### src/rtl/pipe_control_unit.sv
// Pipelined LEGv8 control unit: decodes the IF/ID instruction, carries its
// control bits through ID/EX, EX/MEM and MEM/WB, and generates load-use
// stalls, taken-branch squashes and external-stall freezes.
module pipe_control_unit #(
    parameter int unsigned REG_W     = 5,
    parameter int unsigned ZERO_REG  = 31,
    parameter int unsigned LINK_REG  = 30,
    parameter int unsigned HAZARD_EN = 1,
    parameter int unsigned FLUSH_EX  = 1
) (
    input  logic             clock,
    input  logic             reset,
    input  logic [31:0]      instr,
    input  logic             id_valid,
    input  logic             branch_taken,
    input  logic             ext_stall,
    output logic             id_reg2loc,
    output logic             ex_alusrc,
    output logic [1:0]       ex_aluop,
    output logic             ex_cb_instr,
    output logic [REG_W-1:0] ex_rd,
    output logic             mem_branch,
    output logic             mem_uncondbranch,
    output logic             mem_not_zero,
    output logic             mem_branchreg,
    output logic             mem_memread,
    output logic             mem_memwrite,
    output logic [REG_W-1:0] mem_rd,
    output logic             wb_regwrite,
    output logic             wb_memtoreg,
    output logic             wb_branchlink,
    output logic [REG_W-1:0] wb_rd,
    output logic             pc_write,
    output logic             if_id_write,
    output logic             if_id_flush,
    output logic             illegal
);

    localparam logic [REG_W-1:0] ZR = REG_W'(ZERO_REG);
    localparam logic [REG_W-1:0] LR = REG_W'(LINK_REG);

    typedef enum logic [3:0] {
        OP_NONE, OP_RTYPE, OP_ALUI, OP_LDUR, OP_STUR, OP_BR,
        OP_CBZ, OP_CBNZ, OP_BL, OP_B, OP_ILLEGAL
    } op_class_e;

    typedef struct packed {
        logic             regwrite;
        logic             memtoreg;
        logic             branchlink;
        logic [REG_W-1:0] rd;
    } wb_ctrl_t;

    typedef struct packed {
        logic     branch;
        logic     uncondbranch;
        logic     not_zero;
        logic     branchreg;
        logic     memread;
        logic     memwrite;
        wb_ctrl_t wb;
    } mem_ctrl_t;

    typedef struct packed {
        logic      alusrc;
        logic [1:0] aluop;
        logic      cb_instr;
        logic      illegal;
        mem_ctrl_t mem;
    } ex_ctrl_t;

    localparam wb_ctrl_t WB_BUBBLE = '{regwrite: 1'b0, memtoreg: 1'b0, branchlink: 1'b0, rd: ZR};
    localparam mem_ctrl_t MEM_BUBBLE = '{branch: 1'b0, uncondbranch: 1'b0, not_zero: 1'b0,
                                         branchreg: 1'b0, memread: 1'b0, memwrite: 1'b0,
                                         wb: WB_BUBBLE};
    localparam ex_ctrl_t EX_BUBBLE = '{alusrc: 1'b0, aluop: 2'b00, cb_instr: 1'b0,
                                       illegal: 1'b0, mem: MEM_BUBBLE};

    op_class_e        op_class;
    ex_ctrl_t         id_ctrl;
    logic             reg2loc;
    logic             uses_rn;
    logic             uses_r2;
    logic [REG_W-1:0] rn;
    logic [REG_W-1:0] r2;
    logic             load_use;
    ex_ctrl_t         id_ex;
    mem_ctrl_t        ex_mem;
    wb_ctrl_t         mem_wb;

    // Immediate/shamt field bits play no part in control decode.
    logic unused_bits;
    assign unused_bits = ^instr[15:10];

    // Classify the IF/ID opcode; invalid slots decode as nothing.
    always_comb begin
        op_class = OP_NONE;
        if (id_valid) begin
            casez (instr[31:21])
                11'b10001011000, 11'b11001011000, 11'b10001010000,
                11'b10101010000, 11'b11001010000:               op_class = OP_RTYPE;
                11'b1001000100?, 11'b1101000100?,
                11'b11010011011, 11'b11010011010:               op_class = OP_ALUI;
                11'b11111000010:                                op_class = OP_LDUR;
                11'b11111000000:                                op_class = OP_STUR;
                11'b11010110000:                                op_class = OP_BR;
                11'b10110100???:                                op_class = OP_CBZ;
                11'b10110101???:                                op_class = OP_CBNZ;
                11'b100101?????:                                op_class = OP_BL;
                11'b000101?????:                                op_class = OP_B;
                default:                                        op_class = OP_ILLEGAL;
            endcase
        end
    end

    // Expand the opcode class into control bits, destination and hazard sources.
    always_comb begin
        id_ctrl = EX_BUBBLE;
        reg2loc = 1'b0;
        uses_rn = 1'b0;
        uses_r2 = 1'b0;
        case (op_class)
            OP_RTYPE: begin
                id_ctrl.mem.wb.regwrite = 1'b1;
                id_ctrl.aluop           = 2'b10;
                uses_rn                 = 1'b1;
                uses_r2                 = 1'b1;
            end
            OP_ALUI: begin
                id_ctrl.alusrc          = 1'b1;
                id_ctrl.mem.wb.regwrite = 1'b1;
                id_ctrl.aluop           = 2'b10;
                uses_rn                 = 1'b1;
            end
            OP_LDUR: begin
                id_ctrl.alusrc          = 1'b1;
                id_ctrl.mem.wb.memtoreg = 1'b1;
                id_ctrl.mem.wb.regwrite = 1'b1;
                id_ctrl.mem.memread     = 1'b1;
                uses_rn                 = 1'b1;
            end
            OP_STUR: begin
                reg2loc              = 1'b1;
                id_ctrl.alusrc       = 1'b1;
                id_ctrl.mem.memwrite = 1'b1;
                uses_rn              = 1'b1;
                uses_r2              = 1'b1;
            end
            OP_BR: begin
                id_ctrl.mem.branchreg = 1'b1;
                uses_rn               = 1'b1;
            end
            OP_CBZ, OP_CBNZ: begin
                reg2loc              = 1'b1;
                id_ctrl.mem.branch   = 1'b1;
                id_ctrl.aluop        = 2'b01;
                id_ctrl.cb_instr     = 1'b1;
                id_ctrl.mem.not_zero = (op_class == OP_CBNZ);
                uses_r2              = 1'b1;
            end
            OP_BL: begin
                id_ctrl.mem.uncondbranch  = 1'b1;
                id_ctrl.mem.wb.branchlink = 1'b1;
                id_ctrl.mem.wb.regwrite   = 1'b1;
                id_ctrl.cb_instr          = 1'b1;
            end
            OP_B: begin
                id_ctrl.mem.uncondbranch = 1'b1;
                id_ctrl.cb_instr         = 1'b1;
            end
            OP_ILLEGAL: id_ctrl.illegal = 1'b1;
            default: ;
        endcase
        if (id_ctrl.mem.wb.branchlink) begin
            id_ctrl.mem.wb.rd = LR;
        end else if (id_ctrl.mem.wb.regwrite) begin
            id_ctrl.mem.wb.rd = REG_W'(instr[4:0]);
        end
    end

    assign id_reg2loc = reg2loc;
    assign rn         = REG_W'(instr[9:5]);
    assign r2         = reg2loc ? REG_W'(instr[4:0]) : REG_W'(instr[20:16]);

    assign load_use = (HAZARD_EN != 0) && id_ex.mem.memread && (id_ex.mem.wb.rd != ZR) &&
                      ((uses_rn && (rn == id_ex.mem.wb.rd)) ||
                       (uses_r2 && (r2 == id_ex.mem.wb.rd)));

    // PC / IF-ID enables follow reset > branch_taken > ext_stall > load_use.
    always_comb begin
        pc_write    = 1'b1;
        if_id_write = 1'b1;
        if_id_flush = 1'b0;
        if (!reset) begin
            if (branch_taken) begin
                if_id_flush = 1'b1;
            end else if (ext_stall || load_use) begin
                pc_write    = 1'b0;
                if_id_write = 1'b0;
            end
        end
    end

    // Pipeline control registers with bubble insertion, squash and freeze.
    always_ff @(posedge clock) begin
        if (reset) begin
            id_ex  <= EX_BUBBLE;
            ex_mem <= MEM_BUBBLE;
            mem_wb <= WB_BUBBLE;
        end else if (branch_taken) begin
            id_ex  <= EX_BUBBLE;
            ex_mem <= (FLUSH_EX != 0) ? MEM_BUBBLE : id_ex.mem;
            mem_wb <= ex_mem.wb;
        end else if (!ext_stall) begin
            id_ex  <= load_use ? EX_BUBBLE : id_ctrl;
            ex_mem <= id_ex.mem;
            mem_wb <= ex_mem.wb;
        end
    end

    assign ex_alusrc        = id_ex.alusrc;
    assign ex_aluop         = id_ex.aluop;
    assign ex_cb_instr      = id_ex.cb_instr;
    assign ex_rd            = id_ex.mem.wb.rd;
    assign illegal          = id_ex.illegal;
    assign mem_branch       = ex_mem.branch;
    assign mem_uncondbranch = ex_mem.uncondbranch;
    assign mem_not_zero     = ex_mem.not_zero;
    assign mem_branchreg    = ex_mem.branchreg;
    assign mem_memread      = ex_mem.memread;
    assign mem_memwrite     = ex_mem.memwrite;
    assign mem_rd           = ex_mem.wb.rd;
    assign wb_regwrite      = mem_wb.regwrite;
    assign wb_memtoreg      = mem_wb.memtoreg;
    assign wb_branchlink    = mem_wb.branchlink;
    assign wb_rd            = mem_wb.rd;

endmodule

### config.mk
export PLATFORM = sky130hd
export DESIGN_NAME = pipe_control_unit
export DESIGN_NICKNAME = d
export VERILOG_FILES = /design/src/rtl/pipe_control_unit.sv
export SDC_FILE = /design/constraint.sdc
export NUM_CORES = 1
export LEC_CHECK = 0
export CORE_MARGIN = 2
export CORE_UTILIZATION = 35
export DETAILED_ROUTE_END_ITERATION = 12
export PLACE_DENSITY_LB_ADDON = 0.15
export SYNTH_ARGS = -nofsm -noshare
export SYNTH_HDL_FRONTEND = slang
export SYNTH_SLANG_ARGS = --single-unit
### constraint.sdc
create_clock -name clock -period 3.3 [get_ports clock]
set_input_delay 0.33 -clock clock [delete_from_list [all_inputs] [get_ports clock]]
set_output_delay 0.33 -clock clock [all_outputs]
set_load 0.005 [all_outputs]
# After elaboration in Yosys (flattened, before gate mapping)
# Cells that the tools add are included.
# totals
in_bits,37
wordCells,104
register_bits,41
out_inout_bits,33
# op_classes
n_reduce_logical,18
mux,28
n_eq_ne,30
# ops
cell,n
$eq 11x11->1 const B,10
$pmux 4 s9,1
$eq 10x10->1 const B,2
$mux 1,19
$mux 19,1
$eq 4x3->1 const B,4
$eq 8x8->1 const B,2
$mux 8,2
$reduce_or 4->1,4
$mux 5,3
$eq 4x4->1 const B,3
$eq 5x5->1,2
$reduce_or 5->1,2
$eq 4x2->1 const B,2
$reduce_or 2->1,4
$eq 6x3->1 const B,1
$eq 6x6->1 const B,1
$reduce_or 3->1,2
$ne 5x5->1 const B,1
$eq 4x1->1 const B,1
$logic_and 1x1->1,4
$mux 4,1
$pmux 2 s2,1
$logic_or 1x1->1,2
$ne 2x2->1 const B,1

# Logic depth before layout (Yosys ltp)
# Gate-level depths: netlist of the first run.
# logic_depth
depth_word,16
ltp_mapped,12

# Least setup slack after synthesis of the first run
# Ideal clock, no wire load.
# synth_timing
kind,input to output
from,input instr[26]
to,output pc_write
arrival_time_ps,2487
slack_ps,483
n_path_buf,3
path_stages,10
path_cell_list,buf_4 and3b_2 and3_2 o21ai_1 inv_1 a2111oi_0 and4_1 buf_4 o21ai_0 buf_4
# synth_via
elab_chain_len,16
word_cells_on_any_way,43
classes_between,eq/ne: 24; mux: 9; reduce/logical: 10
# synth_lines
element,line_no,rtl
"start, declared",13,"input logic [31:0] instr,"
$eq 11x11->1 or $eq 10x10->1 (tied branches),99,casez (instr[31:21])
$reduce_or 5->1 or $reduce_or 4->1 (tied branches),99,
$pmux 4 s9 (*),99,
$mux 4 (*),98,if (id_valid) begin
$eq 4x3->1,122,case (op_class)
$reduce_or 3->1 (no source line) (*),-,
$mux 1 (*),122,
net id_reg2loc,17,"output logic id_reg2loc,"
$mux 5 (*),183,assign r2 = reg2loc ? REG_W'(instr[4:0]) : REG_W'(instr[20:16]);
$eq 5x5->1 (*),187,(uses_r2 && (r2 == id_ex.mem.wb.rd)));
$logic_and 1x1->1 (*),187,
$logic_or 1x1->1 (*),186,((uses_rn && (rn == id_ex.mem.wb.rd)) ||
$logic_and 1x1->1 (*),185,assign load_use = (HAZARD_EN != 0) && id_ex.mem.memread && (id_ex.mem.wb.rd != ZR) &&
$logic_or 1x1->1 (*),197,end else if (ext_stall || load_use) begin
$mux 1 (*) (3 in a row),-,
"end, declared",33,"output logic pc_write,"
# Mark *: on every way through the listed nets, which the timed path passes. The rest lies on a longest branch.

# Final worst setup path of the first run
# layout_timing
from,input instr[28]
to,output if_id_write
# layout_via
elab_chain_len,16
word_cells_on_any_way,43
classes_between,eq/ne: 24; mux: 9; reduce/logical: 10
# layout_lines
element,line_no,rtl
$eq 11x11->1 or $eq 10x10->1 (tied branches),99,
$reduce_or 5->1 or $reduce_or 4->1 (tied branches),99,
$pmux 4 s9 (*),99,
$mux 4 (*),98,
$eq 4x3->1,122,
$reduce_or 3->1 (no source line),-,
$mux 1,122,
$mux 5,183,
$eq 5x5->1,187,
$logic_and 1x1->1,187,
$logic_or 1x1->1 (*),186,
$logic_and 1x1->1 (*),185,
$logic_or 1x1->1 (*),197,
$mux 1 (*),197,
$mux 1 (*),195,if (branch_taken) begin
$mux 1 (*),194,if (!reset) begin
"end, declared",34,"output logic if_id_write,"
# Mark *: on every way between the ends. The rest lies on a longest branch, timed or not.

==> results of run 1 <==
==> state kept, by name (all words and copies together) (netlist names), 2 cells and up <==
name      flops
ex_mem        2
ex_rd         5
id_ex         8
mem_rd        5
wb_rd         5
ex_aluop      2
==> routing by layer <==
metal / routed length [um] / up-vias / global-route usage (%)
met5: 0 / - / 0
met4: 77 / 0 / 5.195
met3: 267 / 5 / 2.360
met2: 2977 / 58 / 29.21
met1: 2560 / 1038 / 21.08
li1: - / 1159 / -
==> cell usage in the layout, fill, tap and decap left out, types with 4 or more instances in the layout <==
| master | instances |
|---|---|
| o22a_1 | 4 |
| nand2_1 | 44 |
| a21oi_1 | 8 |
| clkdlybuf4s50_1 | 55 |
| dlygate4sd2_1 | 6 |
| mux2i_1 | 13 |
| nand4_1 | 7 |
| nand3b_1 | 7 |
| clkbuf_8 | 7 |
| nor2b_1 | 4 |
| buf_4 | 50 |
| inv_1 | 8 |
| o21ai_1 | 4 |
| or4_1 | 4 |
| nor2_1 | 17 |
| o21ai_0 | 9 |
| nand3_1 | 7 |
| xnor2_1 | 5 |
| nor3_1 | 4 |
| dfxtp_1 | 39 |
| o31ai_1 | 6 |
==> critical path, stage by stage <==
cell,delay (ps)
clkdlybuf4s50_1,410
buf_4,150
and4bb_2,250
and3_2,220
a31o_2,240
o21a_1,170
o221ai_1,160
a21oi_1,100
and4_1,210
o21ai_2,190
buf_4,130
dlygate4sd2_1,220
==> layout make-up <==
type	instances	area (um^2)
well taps	77	96.34
clock buffers	7	96.34
fillers	634	2983
repair buffers	113	1003
flip-flops and latches	39	780.7
inverters	8	30.03
clock inverters	1	7.507
multi-input cells	199	1316
==> cells by family (layout without fill, tap and decap cells) <==
logic type / Yosys count / in the layout / synth area share (%)
xor+xnor: 6 / 6 / 2.301
mux: 13 / 13 / 5.698
buf+inv: 38 / 129 / 10.08
flops: 39 / 39 / 34.19
compound gates: 56 / 56 / 17.53
simple gates: 124 / 124 / 30.19
==> power by group through the flow <==
stage | clock, uW | combinational [uW] | sequential (uW)
after floorplan | 0 | 61.4 | 487
after global placement | 0 | 144 | 487
after detailed placement | 0 | 145 | 487
after CTS | 361 | 145 | 476
after global routing | 384 | 157 | 476
final | 348 | 145 | 476
==> worst max path at each step <==
stage                        endpoint  slack, ps
after floorplan              pc_write        480
after global placement    if_id_write       -250
after detailed placement  if_id_write       -270
after CTS                    pc_write          9
after global routing      if_id_write         50
final                     if_id_write        170
==> what timing repair did <==
item / 4_1_cts / 5_1_grt
gates resized for setup: 17 / 5
pin swaps: 4 / 6
setup endpoints to repair: 2 / 2
buffers inserted: 1 / 2
==> stage by stage <==
| stage | instance area (um^2) | setup TNS, ps |
|---|---|---|
| after floorplan | 2283 | 0 |
| after global placement | 3171 | -501.5 |
| after detailed placement | 3171 | -532.9 |
| after CTS | 3307 | 0 |
| after global routing | 3331 | 0 |
| final | 3331 | 0 |
==> metrics.csv, run 1 <==
stage,metric,value,unit
die,rows,29,
drt,drt-total-wl,5881,um
layout,fin_util,52.75,%
yosys,synth_area,0.002283,mm^2
timing,rsz0062_at_grt,false,
timing,max_slew.worst_pin.slew,679.5,ps
yosys,yosysSeqAreaShare,34.19,%
drt,firstDrtPassIters,4,
timing,slew_headroom,54.43,%
pwr,leakage,0.001336,uW
pwr,power_per_cell_area,291.0,mW/mm^2
pwr,clockPowerShare,35.9,%
timing,fin_skew,3.091,ps
worst_setup_path,path_max_fanout,4,
die,die_w,84.77,um
yosys,synth_ff_type,dfxtp_1,
drt,drtIter0Drc,105,
yosys,yosysMostFrequentCell,nand2_1,
pwr,p_int,744.3,uW
status,outcome,"finished, final reports clean",
timing,fmax,319.9,MHz
drt,wl_per_cell,13.25,um
worst_setup_path,crit_arrival,2800,ps
yosys,yosys-top-cells-count,"nand2_1 (44), dfxtp_1 (39), nor2_1 (17)",
placed_design,pre_cts_ws,-272.2,ps
layout,layout.cells.non_filler,444,
layout,drive_gt1_share,22.62,%
timing,hold_viol_final,0,
drt,viasPerCell,5.090,
yosys,syn_inst,276,
clock_network,cts_tree,yes,
yosys,ys_ff_latch,39,
flow_run,maxCapViolations,0,
yosys,synth_nets,313,
worst_setup_path,cp.required,2970,ps
layout,n_antenna_cell,0,
worst_setup_path,startpoint,instr[28],
placed_design,dp.cells,434,
grt,grtUsageTotal,16.66,%
clock_network,clock-sinks,39,
pwr,comb_power_share,15.0,%
clock_network,clk_pin_slew,70,ps
die,initial_core_util,36.17,%
yosys,async_flop_share,0,%
yosys,post-synth-top-area-fraction,34.19,%
timing,whs,448.3,ps
drt,vias,2260,
grt,antenna_found_initial,0,
clock_network,clk_latency,280,ps
die,die_height,84.77,um
clock_network,numCtsBuffers,5,
clock_network,cts_hold_buf,0,
die,die_area,0.007186,mm^2
pwr,p_switching,224.9,uW
worst_setup_path,cp-start-kind,primary input,
yosys,synth.area.top_cells,"dfxtp_1 (34%), nand2_1 (7.2%), mux2i_1 (5.7%), buf_4 (4.9%), o21ai_0 (2.8%)",
placed_design,io_buffers,63,
timing,worst_slack,173.9,ps
yosys,synth_top_cell_by_area,dfxtp_1,
worst_setup_path,rrSetupSlack,790,ps
layout,area_growth,45.86,%
yosys,synth_area_per_cell,8.273,um^2
worst_setup_path,rr_startpoint,ex_rd[0]$_SDFFE_PP1N_,
clock_network,cts-root-buf,clkbuf_8,
timing,finalSetupViolations,0,
yosys,synth_warnings,0,
grt,grt_pass1_wl,9887,um
pwr,p_total,969.2,uW
drt,route.antenna.remaining_nets,0,
hold_path,min_path_type,reg -> reg,
hold_path,hold_path_depth,2,
pwr,power_frac_seq,49.1,%
yosys,synth-edff-count,0,
placed_design,place.gp.congestion,0.8613,
placed_design,dp_hpwl,4726,um
timing,fin_crit_sh,94.73,%
drt,drc,0,
layout,nNetsFinal,403,
worst_setup_path,critPathCaptureType,primary output,
die,core_area,0.006314,mm^2
pwr,netSwitchingFraction,23.21,%
timing,slew_viol_final,0,
clock_network,clock_path_buffers,2,
grt,overflow,0,
worst_setup_path,r2r-end,id_ex[11]$_SDFFE_PP0N_,
grt,grt_start_max_net_pins,22,
timing,fin_crit,3126,ps
hold_path,min_from,id_ex[11]$_SDFFE_PP0N_,
yosys,synth_cell_types,63,
pwr,max-vdd-ir-drop,0.2364,mV
worst_setup_path,r2r.worst_path.cells,10,
hold_path,holdPathEnd,id_ex[11]$_SDFFE_PP0N_,
clock_network,cts_max_level,2,
die,ios,70,
worst_setup_path,setup.worst_path.class,in -> out,
grt,grt_pass1_vias,2120,
Note: power is estimated with default switching activity, not from simulation.
==> run 2, diff against run 1 <==
- PLACE_DENSITY: not set -> 0.74
- PLACE_DENSITY_LB_ADDON: 0.15 -> not set
==> run 2 against run 1 <==
Compared with the run above:
- sequential power about the same
- first-iteration DRC count increased by 7.6%
- utilization increased by 1.9 points
- sequential share of layout area fell by 0.82 points
- largest power group unchanged
==> metrics.csv, run 2 (synthesized netlist as in run 1, its figures left out) <==
stage,metric,value,unit,change
clock_network,numCtsBuffers,5,,unchanged
pwr,leakage,0.001441,uW,+7.8%
clock_network,clk_latency,280,ps,about the same
placed_design,place.gp.congestion,0.8854,,+2.8%
flow_run,maxCapViolations,0,,unchanged
timing,fmax,317.5,MHz,-0.76%
layout,final_cell_mix,"buf_4 (57), clkdlybuf4s50_1 (51), nand2_1 (44)",,
pwr,power_per_cell_area,272.8,mW/mm^2,-6.2%
clock_network,cts_max_level,2,,unchanged
worst_setup_path,cpMostUsedCell,o21ai_1,,
layout,drive_gt1_share,25.87,%,+3.3 points
worst_setup_path,cp_slowest_cell,or4b_4,,
timing,rsz0062_at_grt,false,,
drt,drt-total-wl,6309,um,+7.3%
timing,fin_skew,3.435,ps,+0.3440 ps
die,core_area,0.006314,mm^2,unchanged
layout,nNetsFinal,412,,+2.2%
drt,wl_per_cell,13.96,um,+5.4%
worst_setup_path,critPathCaptureType,primary output,,
layout,layout_commonest_cell,buf_4,,
clock_network,clk_pin_slew,70,ps,about the same
timing,slew_headroom,58.30,%,+3.9 points
drt,drtIter0Drc,113,,+7.6%
timing,finalSetupViolations,0,,unchanged
layout,largest_reg_flops,8,,unchanged
timing,worst_slack,150.0,ps,-23.86 ps
grt,grt_start_max_net_pins,22,,unchanged
worst_setup_path,crit_arrival,2820,ps,+20 ps
drt,drc,0,,unchanged
drt,firstDrtPassIters,4,,unchanged
drt,vias,2356,,+4.2%
timing,whs,450.5,ps,+2.199 ps
pwr,max-vdd-ir-drop,0.2400,mV,+1.5%
clock_network,cts-root-buf,clkbuf_8,,
die,die_w,84.77,um,unchanged
die,die_area,0.007186,mm^2,unchanged
timing,max_slew.worst_pin.slew,621.7,ps,-57.73 ps
grt,overflow,0,,unchanged
grt,grt_pass1_wl,10200,um,+3.1%
layout,fin_util,54.68,%,+1.9 points
placed_design,io_buffers,63,,unchanged
die,die_height,84.77,um,unchanged
worst_setup_path,setup.worst_path.class,in -> out,,
worst_setup_path,path_max_fanout,3,,-1
timing,fin_crit_sh,95.45,%,+0.72 points
drt,route.antenna.remaining_nets,0,,unchanged
grt,grtUsageTotal,17.10,%,+0.43 points
clock_network,clock_path_buffers,2,,unchanged
grt,antenna_found_initial,0,,unchanged
die,rows,29,,unchanged
die,ios,70,,unchanged
timing,hold_viol_final,0,,unchanged
layout,area_growth,51.18,%,
layout,top_register,id_ex,,
placed_design,pre_cts_ws,-165.1,ps,+107.1 ps
drt,viasPerCell,5.212,,+2.4%
timing,fin_crit,3150,ps,+23.86 ps
layout,n_antenna_cell,0,,unchanged
worst_setup_path,cp-start-kind,primary input,,
die,initial_core_util,36.17,%,unchanged
timing,slew_viol_final,0,,unchanged
hold_path,min_path_type,reg -> reg,,
clock_network,cts_hold_buf,0,,unchanged
worst_setup_path,slowest_delay,570,ps,+160 ps
status,outcome,"finished, final reports clean",,
clock_network,clock-sinks,39,,unchanged
worst_setup_path,path_cells,dlygate4sd2_1 -> or4b_4 -> o21ai_1 -> a32oi_2 -> o21ai_2 -> o22ai_1 -> a211oi_1 -> and4_1 -> o21ai_1 -> buf_4 -> clkdlybuf4s50_1,,
clock_network,cts_tree,yes,,
grt,grt_pass1_vias,2186,,+3.1%
placed_design,dp_hpwl,4640,um,-1.8%
worst_setup_path,cp.required,2970,ps,about the same
run 2: metrics by stage:
step / power (uW) / area [um^2] / cells / setup TNS, ps
5_1_grt: 987.6 / 3452 / 452 / 0
2_1_floorplan: 548.3 / 2283 / 276 / 0
3_3_place_gp: 626.8 / 3141 / 430 / -186.3
6_report: 941.9 / 3452 / 452 / 0
3_5_place_dp: 629.5 / 3141 / 430 / -324.5
4_1_cts: 942.3 / 3316 / 448 / 0
run 2: critical path, delay by kind of cell:
kind	cells	cell delay, ps
AO/OA/AOI/OAI	6	820
buffers and inverters	3	850
AND/OR/NAND/NOR	2	820
run 2: what timing repair did:
action | CTS | global route
buffers inserted | 11 | 4
setup endpoints to repair | 2 | 3
resized for setup | 11 | 27
pin swaps | 2 | 10
run 2: report_power, final:
group / switching, uW / internal, uW
registers: 2.05 / 474
logic: 70.3 / 84.5
clock network: 147 / 164
run 2: cell type report:
type                       instances  area, um^2
sequential                        39       780.7
inverter                           8       30.03
timing repair buffer             122        1092
fill                             578        2861
multi-input combinational        199        1365
tap                               77       96.34
clock inverter                     1       5.005
clock buffer                       6       82.58
run 2: final timing paths:
check                                end              startpoint  cells after the start  slack, ps
hold / removal    id_ex[11]$_SDFFE_PP0N_  id_ex[11]$_SDFFE_PP0N_                      2        450
setup reg to reg   ex_rd[3]$_SDFFE_PP1N_   ex_rd[0]$_SDFFE_PP1N_                      9        690
setup / recovery             if_id_write               instr[24]                     11        150
hold reg to reg   id_ex[11]$_SDFFE_PP0N_  id_ex[11]$_SDFFE_PP0N_                      2        450
run 2: layer usage:
metal | wire length [um] | vias to the layer above | global-route usage, % | share of wire [%]
met2 | 3261 | 77 | 29.85 | 52
met5 | 0 | - | 0 | 0
met4 | 102 | 0 | 6.638 | 1.6
met3 | 316 | 10 | 3.638 | 5.0
met1 | 2629 | 1092 | 20.44 | 42
li1 | - | 1177 | - | -
==> run 3, diff against run 2 <==
- ABC_CLOCK_PERIOD_IN_PS: not set -> 3300
==> results of run 3 <==
Same layout as run 2: the final DEF is identical, and so are final timing and power.
